==> src/rtl/load_store_unit_pkg.sv <==
// Shared types and widths for the load/store unit and its data-memory interface.
// Also holds the alignment rule so the RTL and any reference model agree on it.
package load_store_unit_pkg;

    localparam int ADDR_WIDTH = 32;
    localparam int DATA_WIDTH = 32;

    typedef enum logic [1:0] {
        SIZE_BYTE = 2'b00,
        SIZE_HALF = 2'b01,
        SIZE_WORD = 2'b10
    } mem_size_e;

    typedef enum logic [2:0] {
        ST_IDLE,
        ST_REQ,
        ST_WAIT,
        ST_RESP,
        ST_ERR
    } lsu_state_e;

    // Size code 11 is handled as a word access.
    function automatic logic isMisaligned(input logic [1:0] size, input logic [1:0] addrLow);
        logic misaligned;
        misaligned = 1'b0;
        case (size)
            SIZE_BYTE: misaligned = 1'b0;
            SIZE_HALF: misaligned = addrLow[0];
            default:   misaligned = (addrLow != 2'b00);
        endcase
        return misaligned;
    endfunction

endpackage

==> src/rtl/load_store_unit_load_align.sv <==
// Extracts the addressed byte/half/word lanes from a memory read word and
// sign- or zero-extends the result to a full data word.
module lsu_load_align
    import load_store_unit_pkg::*;
(
    input  logic [DATA_WIDTH-1:0] i_rdata,
    input  logic [1:0]            i_addr,
    input  logic [1:0]            i_size,
    input  logic                  i_sign,
    output logic [DATA_WIDTH-1:0] o_data
);

    logic [DATA_WIDTH-1:0] w_shifted;

    assign w_shifted = i_rdata >> {i_addr, 3'b000};

    always_comb begin
        o_data = w_shifted;
        case (i_size)
            SIZE_BYTE: o_data = {{24{i_sign & w_shifted[7]}}, w_shifted[7:0]};
            SIZE_HALF: o_data = {{16{i_sign & w_shifted[15]}}, w_shifted[15:0]};
            default:   o_data = w_shifted;
        endcase
    end

endmodule

==> src/rtl/load_store_unit.sv <==
// Initiator side of the data-memory interface: one outstanding load/store,
// alignment check, lane steering for stores and lane extraction for loads.
module load_store_unit
    import load_store_unit_pkg::*;
(
    input  logic                  clk,
    input  logic                  rst,
    input  logic                  req_valid,
    output logic                  req_ready,
    input  logic                  req_we,
    input  logic [ADDR_WIDTH-1:0] req_addr,
    input  logic [DATA_WIDTH-1:0] req_wdata,
    input  logic [1:0]            req_size,
    input  logic                  req_sign,
    output logic                  resp_valid,
    output logic [DATA_WIDTH-1:0] resp_rdata,
    output logic                  resp_err,
    output logic                  mem_req_valid,
    input  logic                  mem_req_ready,
    output logic                  mem_we,
    output logic [ADDR_WIDTH-1:0] mem_addr,
    output logic [3:0]            mem_be,
    output logic [DATA_WIDTH-1:0] mem_wdata,
    input  logic                  mem_resp_valid,
    input  logic [DATA_WIDTH-1:0] mem_rdata
);

    lsu_state_e            r_state;
    lsu_state_e            w_nextState;
    logic                  r_we;
    logic                  r_sign;
    logic [1:0]            r_size;
    logic [ADDR_WIDTH-1:0] r_addr;
    logic [3:0]            r_be;
    logic [DATA_WIDTH-1:0] r_wdata;
    logic [DATA_WIDTH-1:0] r_rdata;
    logic [3:0]            w_be;
    logic [DATA_WIDTH-1:0] w_wdata;
    logic [DATA_WIDTH-1:0] w_loadData;
    logic                  w_accept;

    assign w_accept = (r_state == ST_IDLE) && req_valid;

    // Lane steering is computed from the live request and frozen at acceptance.
    always_comb begin
        w_be    = 4'b1111;
        w_wdata = req_wdata;
        case (req_size)
            SIZE_BYTE: begin
                w_be    = 4'b0001 << req_addr[1:0];
                w_wdata = {4{req_wdata[7:0]}};
            end
            SIZE_HALF: begin
                w_be    = req_addr[1] ? 4'b1100 : 4'b0011;
                w_wdata = {2{req_wdata[15:0]}};
            end
            default: begin
                w_be    = 4'b1111;
                w_wdata = req_wdata;
            end
        endcase
    end

    lsu_load_align u_loadAlign (
        .i_rdata (mem_rdata),
        .i_addr  (r_addr[1:0]),
        .i_size  (r_size),
        .i_sign  (r_sign),
        .o_data  (w_loadData)
    );

    always_ff @(posedge clk) begin
        if (rst) begin
            r_state <= ST_IDLE;
        end else begin
            r_state <= w_nextState;
        end
    end

    always_comb begin
        w_nextState   = r_state;
        req_ready     = 1'b0;
        mem_req_valid = 1'b0;
        resp_valid    = 1'b0;
        resp_err      = 1'b0;
        case (r_state)
            ST_IDLE: begin
                req_ready = ~rst;
                if (req_valid) begin
                    w_nextState = isMisaligned(req_size, req_addr[1:0]) ? ST_ERR : ST_REQ;
                end
            end
            ST_REQ: begin
                mem_req_valid = 1'b1;
                if (mem_req_ready) begin
                    w_nextState = ST_WAIT;
                end
            end
            ST_WAIT: begin
                if (mem_resp_valid) begin
                    w_nextState = ST_RESP;
                end
            end
            ST_RESP: begin
                resp_valid  = 1'b1;
                w_nextState = ST_IDLE;
            end
            ST_ERR: begin
                resp_valid  = 1'b1;
                resp_err    = 1'b1;
                w_nextState = ST_IDLE;
            end
            default: w_nextState = ST_IDLE;
        endcase
    end

    // Response data is cleared at acceptance, so stores and errors complete with zero.
    always_ff @(posedge clk) begin
        if (rst) begin
            r_we    <= 1'b0;
            r_sign  <= 1'b0;
            r_size  <= 2'b00;
            r_addr  <= '0;
            r_be    <= 4'b0000;
            r_wdata <= '0;
            r_rdata <= '0;
        end else if (w_accept) begin
            r_we    <= req_we;
            r_sign  <= req_sign;
            r_size  <= req_size;
            r_addr  <= req_addr;
            r_be    <= w_be;
            r_wdata <= w_wdata;
            r_rdata <= '0;
        end else if ((r_state == ST_WAIT) && mem_resp_valid) begin
            r_rdata <= r_we ? '0 : w_loadData;
        end
    end

    assign mem_we     = r_we;
    assign mem_addr   = {r_addr[ADDR_WIDTH-1:2], 2'b00};
    assign mem_be     = r_be;
    assign mem_wdata  = r_wdata;
    assign resp_rdata = r_rdata;

endmodule

==> config.mk <==
export PLATFORM = sky130hd
export DESIGN_NAME = load_store_unit
export DESIGN_NICKNAME = d
export VERILOG_FILES = /design/src/rtl/load_store_unit_pkg.sv /design/src/rtl/load_store_unit_load_align.sv /design/src/rtl/load_store_unit.sv
export SDC_FILE = /design/constraint.sdc
export NUM_CORES = 1
export LEC_CHECK = 0
export BUFFER_PORTS_ARGS = -buffer_cell sky130_fd_sc_hd__buf_2
export CORE_MARGIN = 1
export CORE_UTILIZATION = 52
export CTS_CLUSTER_SIZE = 20
export DETAILED_ROUTE_END_ITERATION = 10
export PLACE_DENSITY = 0.82
export SYNTH_ARGS = -nofsm -noshare
export SYNTH_HDL_FRONTEND = slang
export SYNTH_SLANG_ARGS = --single-unit
==> constraint.sdc <==
create_clock -name clk -period 3.1 [get_ports clk]
set_clock_uncertainty 0.15 [all_clocks]
set_input_delay 0.465 -clock clk [delete_from_list [all_inputs] [get_ports clk]]
set_output_delay 0.465 -clock clk [all_outputs]
set_load 0.05 [all_outputs]
==> results of run 1 <==
-- report_power, final --
group	leakage, nW	switching, mW	internal (mW)
Sequential	0.875	0.0668	1.48
Combinational	1.75	0.704	0.293
Clock	0.0946	0.490	0.383
-- layout by cell type (no fill, tap or decap), types with 3 or more instances in the layout --
cell      count
buf_2       207
nand2_1     137
dfxtp_1     107
a21oi_1      55
nor2_1       34
o21ai_0      29
mux2i_1      27
a22oi_1      16
a211oi_1     10
a221oi_1     10
mux2_2        9
clkbuf_8      9
a311oi_1      8
mux4_2        8
nand2_2       8
buf_4         8
o211ai_1      6
nor2b_1       5
inv_1         3
-- through the flow --
stage	hold WS, ps	util (%)
CTS	158.7	64.71
floorplan	286.7	-
detailed placement	293.3	62.53
global placement	285.8	62.53
global route	156.1	64.71
finish	178.3	64.71
-- cells by family (layout without fill, tap and decap cells) --
logic type,Yosys count,in the layout
buffers and inverters,81,234
multiplexers,44,44
other,1,2
AND/OR/NAND/NOR,205,205
AO/OA/AOI/OAI,143,143
flip-flops,107,107
-- flip-flops by register name, summed over array words and instances (netlist names) --
name and flops:
mem_we 1, r_state 3, mem_be 4, r_size 2
resp_rdata 32, mem_wdata 32, r_sign 1, r_addr 32
-- final cells by class --
type	instances	share of cell area, %
multi-input cells	394	39.59
flip-flops and latches	107	35.82
repair buffers	215	18.33
well taps	129	2.699
clock buffers	10	2.134
clock inverters	6	1.235
inverters	3	0.1883
-- worst max path at each step --
stage	start	endpoint	slack, ps	cells past startpoint
finish	r_state[1]	resp_rdata[19]	370	4
global route	r_state[1]	resp_rdata[19]	240	4
floorplan	rst	req_ready	370	2
detailed placement	r_state[1]	resp_rdata[19]	420	4
CTS	r_state[1]	resp_rdata[19]	400	4
global placement	r_state[1]	resp_rdata[23]	600	4
-- metal layers --
metal | part of all wire [%] | GRT usage (%)
met2 | 50 | 42.76
met4 | 2.2 | 10.29
met1 | 41 | 30.87
met5 | 0 | 0
met3 | 7.4 | 6.325
-- worst max-delay path: cells and delay by family (launching register included) --
family           cells  cell delay (ps)
AO/OA/AOI/OAI        1              220
flip-flops           1              600
AND/OR/NAND/NOR      3             1680
==> summary.txt, run 1 <==
Status - finished, final reports clean
Die Ht - 99.66 um
Worst slew pin tran - 874.5 ps
CTS tree - yes
Post-Synthesis Cells - 581
Initial antenna violation count - 0
Ys flop type - dfxtp_1
Clk_lat worst skew - 350 ps
# rows - 35
Hold endpoint - r_addr[18]
Startpoint types - flip-flop
Die W - 99.66 um
Syn Area/Cell - 8.537 um2
Layout Cells excl Fill - 864
Area Overhead vs Synth - 20.56%
Ant. Diodes - 0
Top cells by area, synth - dfxtp_1, nand2_1, a21oi_1
Port Buffers - 207
DR vias - 4689
Post-synth top area share - 43.19%
Number of hold buffers added after cts - 0
Crit. End Element - flip-flop
Synth Cell Area - 4960 um2
Pins Over Slew Limit - 0
Place WS - 417.6 ps
Slew HR - 41.70%
DIE AREA - 9932 um2
Design area - 5979 um2
Worst EP required - 3230 ps
Asr flop ratio synth - 0%
PnR worst setup slack - 374.3 ps
Worst R2R Path Depth - 4
Pwr Density - 571.2 nW/um2
Setup TNS - 0 ps
First-pass GRT wire length - 20220 um
WL final - 12810 um
Post-DP HPWL - 9577 um
Slowest cell delay on critical path - 840 ps
Multiplexer share of the synthesized area - 11.13%
Top Ports - 210
Vias in the first global route - 4312
Netlist cell types - 45
Hold WC Path Type - in -> reg
Worst r2r dst - resp_rdata[19]
Final Hold Viols - 0
Static Leakage - 2.722 nW
Post-Synth Simple-Gate Area - 18.21%
Worst setup path class - reg -> reg
Pin count of the biggest net entering global routing - 94
Starting Density - 53.68%
Maximum VDD drop - 0.3504 mV
RSZ-0062 raised after global routing - false
Hold Path Stages - 3
# nets final - 835
DR WL/cell - 14.83 um
H-tree Lvls - 3
Critical Path Fanout Max - 16
R2r setup slk - 370 ps
Postcts setup bufs - 0
Largest family of logic cells by synthesized area - simple AND/OR/NAND/NOR gates
CP max stage cell - or4b_1
Compound-cell area share of the yosys netlist - 18.06%
Post-synth EDFFs - 0
Tmin final - 2726 ps
Fmax - 366.9 MHz
DR pass1 iterations - 4
GR Util All Layers - 25.35%
Final cycle utilization of the critical path - 87.93%
Hold_sp - req_addr[18]
Seq cells post-synth - 107
Xor/xnor cell area share of the yosys netlist - 0%
Core Region - 9240 um2
Via/cell ratio - 5.427
Critical Path, Cell by Cell - nand4bb_1 -> nor2_4 -> or4b_1 -> o211ai_1
Seq/Total Area, Yosys - 43.19%
PostCTS Resize Cnt - 0
Post-DRT Antenna Nets - 0
Clock sink count - 107
Largest area contributor in the netlist - dfxtp_1
Synth Area in Adders - 0%
YS warnings - 0
Most frequent cell after synthesis - nand2_1
1st-iter DRT viols - 216
MaxCap Viol Count - 0
Area of the multi-input gates - 2367 um2
Root buf cell - clkbuf_8
Drt drc - 0
FF+latch area - 2142 um2
Total power - 3.415 mW
Clock transition at the registers of the reported paths - 110 ps
Top cells by count, synth - nand2_1, dfxtp_1, a21oi_1, buf_4, nor2_1
WP data arrival - 2850 ps
GP Congestion - 0.9062
Total grt overflow - 0
Maximum clock path buffer count - 2
Placed Instances - 848
# setup viols final - 0
Layout cell share with drive strength beyond 1 - 35.92%
RR Startpoint - r_state[1]
Clock buffer count from CTS - 9
Fillers - 802
Placed cell area - 5778 um2
(Power assumes the default switching activity.)
==> run 2: changes to the inputs <==
--- a/config.mk
+++ b/config.mk
@@ -5,12 +5,13 @@
 export SDC_FILE = /design/constraint.sdc
 export NUM_CORES = 1
 export LEC_CHECK = 0
-export BUFFER_PORTS_ARGS = -buffer_cell sky130_fd_sc_hd__buf_2
+export ABC_AREA = 1
+export BUFFER_PORTS_ARGS = -buffer_cell sky130_fd_sc_hd__buf_4
 export CORE_MARGIN = 1
 export CORE_UTILIZATION = 52
 export CTS_CLUSTER_SIZE = 20
 export DETAILED_ROUTE_END_ITERATION = 10
-export PLACE_DENSITY = 0.82
+export PLACE_DENSITY = 0.81
 export SYNTH_ARGS = -nofsm -noshare
 export SYNTH_HDL_FRONTEND = slang
 export SYNTH_SLANG_ARGS = --single-unit
==> run 2 against run 1 <==
Hold slack worse by 53 ps; die area grew 2.9%; register-to-register slack gained 500 ps; power is 50% higher; core utilization grew 5.5 points; non-clock buffer count down 3; clock power grew 6.5%; setup slack better by 500 ps; area after synthesis rose by 3.0%; critical path type unchanged; critical endpoint is now mem_wdata[21]; largest power group is now combinational cells; highest routed layer unchanged.
==> summary.txt, run 2 <==
Status - finished, final reports clean
Largest family of logic cells by synthesized area - simple AND/OR/NAND/NOR gates
Maximum clock path buffer count - 2
RSZ-0062 raised after global routing - false
Critical Path Fanout Max - 60
Die Ht - 101.1 um
Slew HR - 46.49%
WL final - 14990 um
Port Buffers - 207
Die W - 101.1 um
GR Util All Layers - 29.31%
Area Overhead vs Synth - 28.91%
Hold WC Path Type - in -> reg
Design area - 6583 um2
Final Hold Viols - 0
PostCTS Resize Cnt - 0
Crit. End Element - flip-flop
GP Congestion - 0.8570
Ys flop type - dfxtp_1
Top cells by area, synth - dfxtp_1, nand2_1, a21oi_1
Syn Area/Cell - 7.131 um2
Top cells by count, synth - nand2_1, dfxtp_1, a21oi_1, nand3_1, o21ai_0
Static Leakage - 3.117 nW
Worst setup path class - reg -> reg
Tmin final - 2222 ps
Pwr Density - 780.5 nW/um2
Initial antenna violation count - 0
Seq/Total Area, Yosys - 41.95%
YS warnings - 0
DR vias - 5214
1st-iter DRT viols - 270
Synth Cell Area - 5106 um2
Multiplexer share of the synthesized area - 0%
WP data arrival - 2390 ps
Compound-cell area share of the yosys netlist - 18.55%
Placed cell area - 6365 um2
Xor/xnor cell area share of the yosys netlist - 0%
DR WL/cell - 15.03 um
Setup TNS - 0 ps
# rows - 35
Final Core Density - 70.24%
Post-synth EDFFs - 0
Largest area contributor in the netlist - dfxtp_1
Vias in the first global route - 4818
Clock buffer count from CTS - 9
Post-Synthesis Cells - 716
# nets final - 968
Post-Synth Simple-Gate Area - 26.56%
Post-DP HPWL - 11060 um
Via/cell ratio - 5.230
Pin count of the biggest net entering global routing - 61
Starting Density - 54.49%
H-tree Lvls - 3
Total grt overflow - 0
DIE AREA - 10220 um2
MaxCap Viol Count - 0
Postcts setup bufs - 0
Netlist cell types - 30
Worst slew pin tran - 800.7 ps
Post-DRT Antenna Nets - 0
Root buf cell - clkbuf_8
Startpoint types - flip-flop
Worst EP required - 3270 ps
Number of hold buffers added after cts - 0
Final cycle utilization of the critical path - 71.68%
Maximum VDD drop - 0.5233 mV
First-pass GRT wire length - 23390 um
# setup viols final - 0
Core Region - 9371 um2
Asr flop ratio synth - 0%
DR pass1 iterations - 6
Seq cells post-synth - 107
Most frequent cell after synthesis - nand2_1
Fmax - 450.0 MHz
Commonest non-fill, non-tap cell in the layout - nand2_1
Clk_lat worst skew - 370 ps
Commonest cells after routing, fill and taps aside - nand2_1, buf_4, dfxtp_1
Clock sink count - 107
Synth Area in Adders - 0%
Post-synth top area share - 41.95%
Top Ports - 210
Pins Over Slew Limit - 0
Layout cell share with drive strength beyond 1 - 30.76%
Ant. Diodes - 0
Clock transition at the registers of the reported paths - 120 ps
Drt drc - 0
CTS tree - yes
==> run 2: cell count changes after synthesis, sizes merged, moves of 12 or more <==
cell    before  now
buf         45   65
a22oi       16    0
nand2      145  250
o21ai       29   61
nor2        35   11
mux2i       27    0
nand3        0   57
inv          3   41
clkbuf      33   12
a31oi        0   12
a21oi       55   85
==> run 2: critical path: stages (launching register included) <==
cell	delay, ps
dfxtp_1	340
inv_2	110
nand3_2	120
nor2_4	110
buf_4	460
nand2_2	380
o21ai_0	250
o21ai_0	120
nand2_1	90
==> run 2: where the power goes <==
group | internal, mW | switching, mW
clock network | 0.398 | 0.532
registers | 1.62 | 0.163
logic | 0.685 | 1.74
total | 2.71 | 2.43
==> run 2: cells by family after synthesis <==
group           after synthesis
buf+inv                     118
flops                       107
simple gates                320
compound gates              170
other cells                   1
==> run 2: final cells by class <==
type	count	area, um2
tap	129	161.4
fill	831	2789
sequential	107	2142
timing repair buffer	212	1592
inverter	41	158.9
clock buffer	9	123.9
clock inverter	7	93.84
multi-input combinational	492	2311
==> run 2: path summary, 6_finish.rpt <==
path | from | to | slack (ps) | cells after the start
worst max-delay path | r_state[1] | mem_wdata[21] | 880 | 8
worst min-delay path | req_wdata[29] | mem_wdata[29] | 120 | 3
worst min register to register | mem_wdata[23] | mem_wdata[23] | 320 | 2
worst max register to register | r_state[1] | mem_wdata[21] | 880 | 8
==> run 2: metrics by stage <==
step | std cells | hold slack (ps) | worst slack (ps) | power, mW
2_1_floorplan | 717 | 290.0 | 938.4 | 3.672
3_3_place_gp | 981 | 292.3 | 876.1 | 4.172
3_5_place_dp | 981 | 296.7 | 807.2 | 4.217
4_1_cts | 997 | 120.1 | 907.4 | 5.137
5_1_grt | 997 | 119.1 | 604.8 | 5.397
6_report | 997 | 124.8 | 877.9 | 5.138
==> run 2: layer usage <==
metal / global-route usage (%) / routed length [um] / vias up
li1: - / - / 2599
met1: 38.26 / 6458 / 2369
met2: 48.25 / 7249 / 222
met3: 5.479 / 976 / 24
met4: 10.59 / 302 / 0
met5: 0 / 0 / -
